**src/rtl/oc_iic_target.sv**
```systemverilog
// oc_iic_target: I2C target with an oversampled, glitch-filtered front end and a byte register file.
// The host sets a pointer, then writes or reads bytes with auto-increment.
module oc_iic_target #(
    parameter logic [6:0] Address      = 7'h50,
    parameter int         RegCount     = 16,
    parameter int         SyncCycles   = 2,
    parameter int         FilterCycles = 3
) (
    input  logic                        clock,
    input  logic                        reset,
    input  logic                        iicScl,
    output logic                        iicSclTristate,
    input  logic                        iicSda,
    output logic                        iicSdaTristate,
    output logic                        busy,
    output logic                        hostWriteValid,
    output logic [$clog2(RegCount)-1:0] hostWriteAddr,
    output logic [7:0]                  hostWriteData,
    input  logic                        localWrite,
    input  logic [$clog2(RegCount)-1:0] localAddr,
    input  logic [7:0]                  localData
);
    localparam int AW = $clog2(RegCount);
    localparam int FW = $clog2(FilterCycles + 1);

    typedef enum logic [3:0] {IDLE, ADDR, ADDR_ACK, WR_PTR, WR_DATA, WR_ACK, RD_DATA, RD_ACK, IGNORE} state_e;

    // Index 0 carries SCL, index 1 carries SDA through sync and filter.
    logic [1:0]    sync_q [SyncCycles];
    logic [1:0]    filt_q, filt_p_q;
    logic [FW-1:0] fcnt_q [2];
    logic [1:0]    smp;

    assign smp = sync_q[SyncCycles-1];

    always_ff @(posedge clock) begin
        if (reset) begin
            for (int i = 0; i < SyncCycles; i++) sync_q[i] <= 2'b11;
            filt_q    <= 2'b11;
            filt_p_q  <= 2'b11;
            fcnt_q[0] <= '0;
            fcnt_q[1] <= '0;
        end else begin
            sync_q[0] <= {iicSda, iicScl};
            for (int i = 1; i < SyncCycles; i++) sync_q[i] <= sync_q[i-1];
            filt_p_q <= filt_q;
            for (int i = 0; i < 2; i++) begin
                if (smp[i] != filt_q[i]) begin
                    if (fcnt_q[i] == FW'(FilterCycles - 1)) begin
                        filt_q[i] <= smp[i];
                        fcnt_q[i] <= '0;
                    end else begin
                        fcnt_q[i] <= fcnt_q[i] + 1'b1;
                    end
                end else begin
                    fcnt_q[i] <= '0;
                end
            end
        end
    end

    logic scl_rise, scl_fall, start_ev, stop_ev;

    assign scl_rise = filt_q[0] & ~filt_p_q[0];
    assign scl_fall = ~filt_q[0] & filt_p_q[0];
    assign start_ev = filt_q[0] & ~filt_q[1] & filt_p_q[1];
    assign stop_ev  = filt_q[0] & filt_q[1] & ~filt_p_q[1];

    state_e        state_q, state_d;
    logic [3:0]    bit_q, bit_d;
    logic [7:0]    shift_q, shift_d;
    logic          rw_q, rw_d, ack_q, ack_d, sda_rel_q, sda_rel_d, busy_q, busy_d;
    logic [AW-1:0] ptr_q, ptr_d, hw_addr_q, hw_addr_d;
    logic [7:0]    hw_data_q, hw_data_d;
    logic          hw_valid_q, hw_valid_d;
    logic [7:0]    regs_q [RegCount];
    logic [7:0]    in_byte, rd_byte;

    assign in_byte = {shift_q[6:0], filt_q[1]};
    assign rd_byte = regs_q[ptr_q];

    always_comb begin
        state_d    = state_q;
        bit_d      = bit_q;
        shift_d    = shift_q;
        rw_d       = rw_q;
        ack_d      = ack_q;
        sda_rel_d  = sda_rel_q;
        busy_d     = busy_q;
        ptr_d      = ptr_q;
        hw_valid_d = 1'b0;
        hw_addr_d  = hw_addr_q;
        hw_data_d  = hw_data_q;
        if (start_ev) begin
            state_d   = ADDR;
            bit_d     = 4'd0;
            sda_rel_d = 1'b1;
            busy_d    = 1'b0;
        end else if (stop_ev) begin
            state_d   = IDLE;
            sda_rel_d = 1'b1;
            busy_d    = 1'b0;
        end else begin
            case (state_q)
                ADDR: if (scl_rise) begin
                    shift_d = in_byte;
                    bit_d   = bit_q + 4'd1;
                    if (bit_q == 4'd7) begin
                        rw_d    = in_byte[0];
                        ack_d   = 1'b0;
                        busy_d  = in_byte[7:1] == Address;
                        state_d = busy_d ? ADDR_ACK : IGNORE;
                    end
                end
                ADDR_ACK: if (scl_fall) begin
                    if (!ack_q) begin
                        sda_rel_d = 1'b0;
                        ack_d     = 1'b1;
                    end else if (!rw_q) begin
                        sda_rel_d = 1'b1;
                        state_d   = WR_PTR;
                        bit_d     = 4'd0;
                    end else begin
                        state_d   = RD_DATA;
                        shift_d   = rd_byte;
                        sda_rel_d = rd_byte[7];
                        bit_d     = 4'd1;
                    end
                end
                WR_PTR, WR_DATA: if (scl_rise) begin
                    shift_d = in_byte;
                    bit_d   = bit_q + 4'd1;
                    if (bit_q == 4'd7) begin
                        state_d = WR_ACK;
                        ack_d   = 1'b0;
                        if (state_q == WR_PTR) begin
                            ptr_d = in_byte[AW-1:0];
                        end else begin
                            hw_valid_d = 1'b1;
                            hw_addr_d  = ptr_q;
                            hw_data_d  = in_byte;
                            ptr_d      = ptr_q + 1'b1;
                        end
                    end
                end
                WR_ACK: if (scl_fall) begin
                    if (!ack_q) begin
                        sda_rel_d = 1'b0;
                        ack_d     = 1'b1;
                    end else begin
                        sda_rel_d = 1'b1;
                        state_d   = WR_DATA;
                        bit_d     = 4'd0;
                    end
                end
                // bit_q counts bits already presented; 0 means the next byte must be latched.
                RD_DATA: if (scl_fall) begin
                    if (bit_q == 4'd0) begin
                        shift_d   = rd_byte;
                        sda_rel_d = rd_byte[7];
                        bit_d     = 4'd1;
                    end else if (bit_q == 4'd8) begin
                        sda_rel_d = 1'b1;
                        state_d   = RD_ACK;
                        ptr_d     = ptr_q + 1'b1;
                    end else begin
                        shift_d   = {shift_q[6:0], 1'b0};
                        sda_rel_d = shift_q[6];
                        bit_d     = bit_q + 4'd1;
                    end
                end
                RD_ACK: if (scl_rise) begin
                    state_d = filt_q[1] ? IGNORE : RD_DATA;
                    bit_d   = 4'd0;
                end
                default: ;
            endcase
        end
    end

    always_ff @(posedge clock) begin
        if (reset) begin
            state_q    <= IDLE;
            bit_q      <= 4'd0;
            shift_q    <= 8'h00;
            rw_q       <= 1'b0;
            ack_q      <= 1'b0;
            sda_rel_q  <= 1'b1;
            busy_q     <= 1'b0;
            ptr_q      <= '0;
            hw_valid_q <= 1'b0;
            hw_addr_q  <= '0;
            hw_data_q  <= 8'h00;
        end else begin
            state_q    <= state_d;
            bit_q      <= bit_d;
            shift_q    <= shift_d;
            rw_q       <= rw_d;
            ack_q      <= ack_d;
            sda_rel_q  <= sda_rel_d;
            busy_q     <= busy_d;
            ptr_q      <= ptr_d;
            hw_valid_q <= hw_valid_d;
            hw_addr_q  <= hw_addr_d;
            hw_data_q  <= hw_data_d;
        end
    end

    // The host write is issued last so it wins a same-index collision.
    always_ff @(posedge clock) begin
        if (reset) begin
            for (int i = 0; i < RegCount; i++) regs_q[i] <= 8'h00;
        end else begin
            if (localWrite) regs_q[localAddr] <= localData;
            if (hw_valid_d) regs_q[ptr_q] <= in_byte;
        end
    end

    assign iicSclTristate = 1'b1;
    assign iicSdaTristate = sda_rel_q;
    assign busy           = busy_q;
    assign hostWriteValid = hw_valid_q;
    assign hostWriteAddr  = hw_addr_q;
    assign hostWriteData  = hw_data_q;
endmodule

```
**config.mk**
```make
export PLATFORM = sky130hd
export DESIGN_NAME = oc_iic_target
export DESIGN_NICKNAME = d
export VERILOG_FILES = /design/src/rtl/oc_iic_target.sv
export SDC_FILE = /design/constraint.sdc
export NUM_CORES = 1
export LEC_CHECK = 0
export ABC_AREA = 1
export CORE_UTILIZATION = 26
export CTS_BUF_LIST = sky130_fd_sc_hd__clkbuf_16
export CTS_CLUSTER_DIAMETER = 50
export DETAILED_ROUTE_END_ITERATION = 8
export GPL_TIMING_DRIVEN = 0
export MAX_ROUTING_LAYER = met4
export PLACE_DENSITY = 0.47
export SLEW_MARGIN = 20
export SYNTH_ARGS = -nofsm -noshare
export SYNTH_HDL_FRONTEND = slang
export SYNTH_SLANG_ARGS = --single-unit
```
**constraint.sdc**
```tcl
create_clock -name clock -period 2.8 [get_ports clock]
set_input_delay 0.56 -clock clock [delete_from_list [all_inputs] [get_ports clock]]
set_output_delay 0.56 -clock clock [all_outputs]
set_load 0.01 [all_outputs]
```
## Word level (Yosys, flattened, before mapping)

Memory sizes are Yosys's and may differ from the RTL's. A register that Yosys moved wholly into a read port is not among the register bits.
Index checks and enable logic that the tools add are counted.

- Bits in registers: 40
- Bits in writable memories: 136
- Input port bits: 17
- Output and inout port bits: 16
- Memories: 3

Memories:

| memory | words | width | rd ports | clocked after memory_dff | write ports | line | text |
|---|---|---|---|---|---|---|---|
| regs_q | 16 | 8 | 1 | 1 | 16 | 76 | `logic [7:0] regs_q [RegCount];` |
| fcnt_q | 2 | 2 | 2 | 0 | 2 | 31 | `logic [FW-1:0] fcnt_q [2];` |
| sync_q | 2 | 2 | 2 | 0 | 2 | 29 | `logic [1:0] sync_q [SyncCycles];` |

- Add/subtract/negate cells: 4
- Equality and inequality tests: 43
- Multiplexer cells: 110
- Bitwise logic cells: 21
- Reductions and logical operators: 27

Operator list:

| cell | number |
|---|---|
| $mux 4 | 33 |
| $mux 1 | 53 |
| $mux 7 | 7 |
| $ne 4x4->1 const B | 12 |
| $ne 2x2->1 const B | 13 |
| $reduce_and 13->1 | 2 |
| $pmux 4 s6 | 1 |
| $pmux 7 s3 | 1 |
| $eq 4x3->1 const B | 5 |
| $pmux 4 s5 | 1 |
| $mux 2 | 8 |
| $mux 8 | 2 |
| $reduce_or 8->1 | 2 |
| $reduce_and 6->1 | 2 |
| $reduce_and 10->1 | 1 |
| $reduce_and 9->1 | 1 |
| $add 4x1->4 const B | 2 |
| $eq 4x2->1 const B | 2 |
| $or 1x1->1 | 8 |
| $pmux 4 s2 | 1 |
| $reduce_and 8->1 | 1 |
| $reduce_bool 8->1 | 1 |
| $eq 7x7->1 const B | 1 |
| $not 1->1 | 7 |
| 22 further kinds | 38 |

## Longest topological paths before layout

Gate-level depths: netlist of run 1.

- Depth in word-level cells: 12
- Depth in mapped cells: 14
- Mapped depth without buffers: 14

## Worst setup path after synthesis of run 1

No wires, ideal clock.

- Kind: register to register
- Start point: reg bit_q[0]
- End point: mem regs_q[4][0], enable pin
- Setup time: 338 ps
- Arrival time: 1879 ps
- Required time: 2462 ps
- Setup slack: 582 ps
- Stages on the path, launching flop included: 11
- Clock period less this slack: 2218 ps
- Cell sequence: dfxtp_1 -> ha_1 -> nand2_1 -> inv_1 -> nand2_1 -> nor2_1 -> nand4_4 -> nor2_4 -> buf_6 -> nand3_1 -> nand3b_1

RTL lines:

| element | line | text |
|---|---|---|
| start, declared | 70 | `logic [3:0] bit_q, bit_d;` |
| start signal, assigned | 196 | `bit_q <= bit_d;` |
| end, declared | 76 |  |

==> results of run 1 <==
[report_power, final]
| part | switching [W] | internal [W] |
|---|---|---|
| registers | 0.000137 | 0.00307 |
| logic | 0.00205 | 0.000652 |
| clock network | 0.00118 | 0.00116 |
| total | 0.00336 | 0.00488 |
[metal layers]
metal / vias up / GRT usage
met5: - / -
met4: 0 / 0.09070
met3: 73 / 0.03679
met2: 375 / 0.3008
met1: 4076 / 0.2532
li1: 4230 / -
[area by class of cell]
| class | count | area, sq um |
|---|---|---|
| plain buffers | 67 | 304.0 |
| clock buffers | 17 | 425.4 |
| clock inverters | 15 | 118.9 |
| fillers | 3856 | 25340 |
| inverters | 90 | 337.8 |
| multi-input cells | 846 | 4235 |
| flip-flops and latches | 180 | 4925 |
| well taps | 468 | 585.6 |
| repair buffers | 46 | 422.9 |
[metrics by stage]
step	hold WS, ps	setup WS (ps)	std cells
3_5_place_dp	396.4	-397.7	1683
4_1_cts	412.7	-8.275	1727
6_report	411.0	133.7	1729
5_1_grt	432.7	11.92	1729
2_1_floorplan	389.5	582.2	1184
3_3_place_gp	391.6	-354.7	1683
[synthesized netlist by cell type]
cell type	instances	area, sq um
o21ai_0	211	1056
nor2_1	191	716.9
nand3_1	169	845.8
nand2_1	147	551.8
edfxtp_1	132	3964
inv_1	86	322.8
clkbuf_1	48	180.2
dfxtp_1	48	960.9
a21oi_1	35	175.2
o211ai_1	31	232.7
buf_2	11	55.05
nand3_4	10	175.2
ha_1	8	100.1
nand3b_1	8	60.06
nand4_1	5	31.28
or2_2	5	31.28
buf_1	4	15.01
nor3_1	4	20.02
o21ai_1	4	20.02
a31oi_1	2	12.51
buf_6	2	22.52
clkinv_1	2	7.510
inv_2	2	7.510
nor2_4	2	22.52
a211oi_1	1	7.510
a311oi_1	1	8.760
and3b_1	1	8.760
buf_12	1	20.02
buf_4	1	7.510
clkbuf_2	1	5.000
conb_1	1	3.750
nand3_2	1	10.01
nand4_4	1	21.27
nor3_2	1	10.01
nor4_1	1	6.260
o22ai_1	1	6.260
xor2_1	1	8.760
[critical path, cell delays in order]
cell and delay (ps):
clkdlybuf4s50_1 570, inv_1 300, nand2_1 120, clkinv_1 140, nand2_1 180, nor2_1 550, nand3b_1 210, buf_4 180
[timing repair]
action / CTS / global route
hold endpoints to repair: 0 / 0
pin swaps: 0 / 1
setup endpoints to repair: 96 / 176
setup buffers: 12 / 3
hold buffers: 0 / 0
gates resized for setup: 8 / 13
[final timing paths]
| check | startpoint | end | slack (ps) | depth (start not counted) |
|---|---|---|---|---|
| setup / recovery | reset | regs_q[1][2] | 130 | 8 |
| hold / removal | sync_q[0][0] | sync_q[0][2] | 410 | 1 |
| setup reg to reg | bit_q[1] | regs_q[1][2] | 170 | 12 |
| hold reg to reg | sync_q[0][0] | sync_q[0][2] | 410 | 1 |
[logic make-up (layout without fill, tap and decap cells)]
family / Yosys count / after routing / synth area share
buffers and inverters: 158 / 235 / 0.06623
AOI/OAI and AO/OA: 286 / 286 / 0.1564
adders and majority gates: 8 / 8 / 0.01031
and+or+nand+nor: 546 / 546 / 0.2586
xor gates and xnor gates: 1 / 1 / 0.0009021
other: 1 / 5 / 0.0003862
DFF: 180 / 180 / 0.5072
==> impl_metrics.json, run 1 <==
{
  "worstMarginPinSlew_ps": 1216,
  "p_leak_nw": 3.979,
  "worstSetupStartpointType": "input port",
  "final_util": 0.3094,
  "firstDrtPassIters": 7,
  "rows": 70,
  "dpl_cell_area_sq_um": 10620,
  "antenna_found_initial": 0,
  "skew_ps": 14.43,
  "final-max-slew-violation-count": 0,
  "wl_per_cell_microns": 20.99,
  "cts.clk_slew.worst_paths_ps": 70,
  "grt_max_degree": 18,
  "min_path_type": "reg -> reg",
  "drive_above_1_share": 0.08089,
  "area_growth_pct": 16.93,
  "setup_tns_ps": 0,
  "clock-sinks": 180,
  "die_area_sq_um": 38120,
  "die_x_microns": 195.3,
  "drt-initial-drc-count": 1001,
  "cts-root-buf": "clkbuf_16",
  "synth_seq_cells": 180,
  "coreArea_sq_um": 36700,
  "num_vias": 8754,
  "die-height_microns": 195.3,
  "htree_levels": 4,
  "power_density_nw_per_um2": 726.2,
  "rsz0062_at_grt": "false",
  "worstPathArrival_ps": 2820,
  "place_congestion": 0.9499,
  "finalCritPeriodShare": 0.9522,
  "ant_nets": 0,
  "min_period_ps": 2666,
  "dp_hpwl_microns": 26460,
  "grt-ovfl-total": 0,
  "synth_cell_type_count": 37,
  "syn-instance-count": 1180,
  "outcome": "finished, final reports clean",
  "critPathRequiredTime_ps": 2960,
  "antenna_cells": 0,
  "clk_latency_ps": 450,
  "hold_violations": 0,
  "layout_common_cells": "210 x o21ai_0, 185 x nor2_1, 158 x nand3_1",
  "grtUsageTotal": 0.1973,
  "largest_register_ffs": 128,
  "fin_nets": 1273,
  "met3_length_microns": 2572,
  "ys_warn_count": 0,
  "wl_met2_microns": 16320,
  "cap_violations": 0,
  "crit_fanout": 9,
  "top_layer": "met4",
  "cts_buffers": 17,
  "portBuffers": 31,
  "p_total_w": 0.008246,
  "irDropWorstVdd_v": 0.0004225,
  "synth_seq_area_share": 0.5072,
  "fmax_ghz": 0.3751,
  "avgViaCountPerCell": 5.063,
  "syn_area_sq_um": 9711,
  "cts_tree": "built",
  "avgSynthCellArea_sq_um": 8.229,
  "setup_viol": 0,
  "grt_pass1_vias": 8098,
  "end_kind": "flop",
  "layout_commonest_cell": "o21ai_0",
  "cts_buffer_depth": 2,
  "maxSlewHeadroom": 0.1864,
  "start_util": 0.2646,
  "design_area_sq_um": 11350,
  "drt_wl_total_microns": 36290,
  "grt_pass1_wl_microns": 52710,
  "wl_met1_microns": 15780,
  "top_register": "regs_q",
  "drc_errors": 0,
  "critical_path_class": "in -> reg",
  "io-pin-count": 33
}
Note: power is estimated with default switching activity, not from simulation.
==> run 2: changes to the inputs <==
Settings changed: SLEW_MARGIN 20 to not set.
Clock period 2.8 ns to 2.94 ns, I/O delays scaled along.
==> impl_metrics.json, run 2 (synthesis gave the netlist of run 1 again) <==
{
  "cts_buffers": 17,
  "dp.cells": 1683,
  "portBuffers": 31,
  "drt-initial-drc-count": 952,
  "final-max-slew-violation-count": 0,
  "antenna_cells": 0,
  "htree_levels": 4,
  "finalCritPeriodShare": 0.9526,
  "worstMarginPinSlew_ps": 1143,
  "cts_buffer_depth": 2,
  "setup_viol": 0,
  "cts-root-buf": "clkbuf_16",
  "start_util": 0.2646,
  "grt_pass1_vias": 8024,
  "worstPathArrival_ps": 2960,
  "pwr-share-comb": 0.328,
  "end_kind": "flop",
  "layout_common_cells": "211 x o21ai_0, 189 x nor2_1, 165 x nand3_1",
  "grt-ovfl-total": 0,
  "firstDrtPassIters": 6,
  "drive_above_1_share": 0.06768,
  "grt_max_degree": 18,
  "io-pin-count": 33,
  "largest_register_ffs": 128,
  "area_growth_pct": 16.09,
  "grtUsageTotal": 0.1971,
  "drt_wl_total_microns": 36140,
  "skew_ps": 19.07,
  "maxSlewHeadroom": 0.2349,
  "postCtsHoldBufs": 0,
  "die-height_microns": 195.3,
  "hold_violations": 0,
  "ant_nets": 0,
  "fmax_ghz": 0.3570,
  "cts_tree": "built",
  "fin_nets": 1268,
  "drc_errors": 0,
  "fill_cells": 3861,
  "wl_per_cell_microns": 20.96,
  "antenna_found_initial": 0,
  "layout_commonest_cell": "o21ai_0",
  "place_congestion": 0.9499,
  "switching_share": 0.4078,
  "worstSetupStartpointType": "flop",
  "min_period_ps": 2801,
  "pre_cts_slack_ps": -285.7,
  "coreArea_sq_um": 36700,
  "die_x_microns": 195.3,
  "dpl_cell_area_sq_um": 10620,
  "outcome": "finished, final reports clean",
  "power.switching_w": 0.003199,
  "p_total_w": 0.007845,
  "grt_pass1_wl_microns": 52680,
  "critPathRequiredTime_ps": 3100,
  "num_vias": 8684,
  "critical_path_class": "reg -> reg",
  "dp_hpwl_microns": 26460,
  "min_path_type": "reg -> reg",
  "crit_fanout": 10,
  "p_seq_frac": 0.387,
  "cap_violations": 0,
  "power_density_nw_per_um2": 695.9,
  "power_frac_clock": 0.285,
  "finalNonFillerCells": 1724,
  "fin_ws_ps": 139.2,
  "avgViaCountPerCell": 5.037,
  "final_util": 0.3072,
  "p_leak_nw": 3.944,
  "clk_latency_ps": 450,
  "cts.clk_slew.worst_paths_ps": 70,
  "internal_power_w": 0.004646,
  "design_area_sq_um": 11270,
  "clock-sinks": 180,
  "irDropWorstVdd_v": 0.0004028,
  "rows": 70,
  "die_area_sq_um": 38120,
  "rsz0062_at_grt": "false",
  "top_register": "regs_q"
}
[run 2: area by class of cell]
type / count / area [sq um] / area share
Sequential cell: 180 / 4925 / 0.4368
Multi-Input combinational cell: 846 / 4185 / 0.3713
Tap cell: 468 / 585.6 / 0.05194
Clock buffer: 17 / 425.4 / 0.03774
Timing Repair Buffer: 40 / 390.4 / 0.03463
Inverter: 90 / 337.8 / 0.02997
Buffer: 68 / 305.3 / 0.02708
Clock inverter: 15 / 118.9 / 0.01054
[run 2: power by group through the flow]
stage,Clock [W],Combinational (W),Sequential [W]
4_1_cts,0.00226,0.00253,0.00304
3_5_place_dp,0,0.00252,0.00309
2_1_floorplan,0,0.00155,0.00305
6_report,0.00224,0.00257,0.00304
5_1_grt,0.00235,0.00280,0.00306
3_3_place_gp,0,0.00253,0.00309
[run 2: worst max-delay path, cell delays in order, from the launching register on]
cell and delay (ps):
dfxtp_1 380, ha_1 190, nand2_1 60, inv_1 80, nand2_1 80, nor2_1 300
nand4_4 190, nor2_4 170, buf_4 160, nand3_1 280, buf_2 320, nand3b_1 120
buf_4 180
[run 2: path summary, 6_finish.rpt]
kind                                   start           end  slack [ps]  cells after the start
worst min-delay path            sync_q[0][0]  sync_q[0][2]         410                      1
worst max register to register      bit_q[1]  regs_q[1][3]         140                     12
worst max-delay path                bit_q[1]  regs_q[1][3]         140                     12
worst min register to register  sync_q[0][0]  sync_q[0][2]         410                      1
[run 2: metal layers]
metal	GRT usage	part of all wire
met5	-	0
met4	0.08720	0.043
met3	0.03627	0.076
met2	0.3000	0.45
met1	0.2547	0.43
[run 2: stage by stage]
| stage | hold slack, ps | TNS [ps] |
|---|---|---|
| after CTS | 412.7 | 0 |
| after global routing | 432.7 | 0 |
| after floorplan | 389.5 | 0 |
| after detailed placement | 396.4 | -24820 |
| after global placement | 391.6 | -22730 |
| final | 411.1 | 0 |
[run 2: timing repair]
action,4_1_cts,5_1_grt
gates resized for setup,1,6
pin swaps,0,1
endpoints found under the setup margin,16,120
buffers inserted,2,7
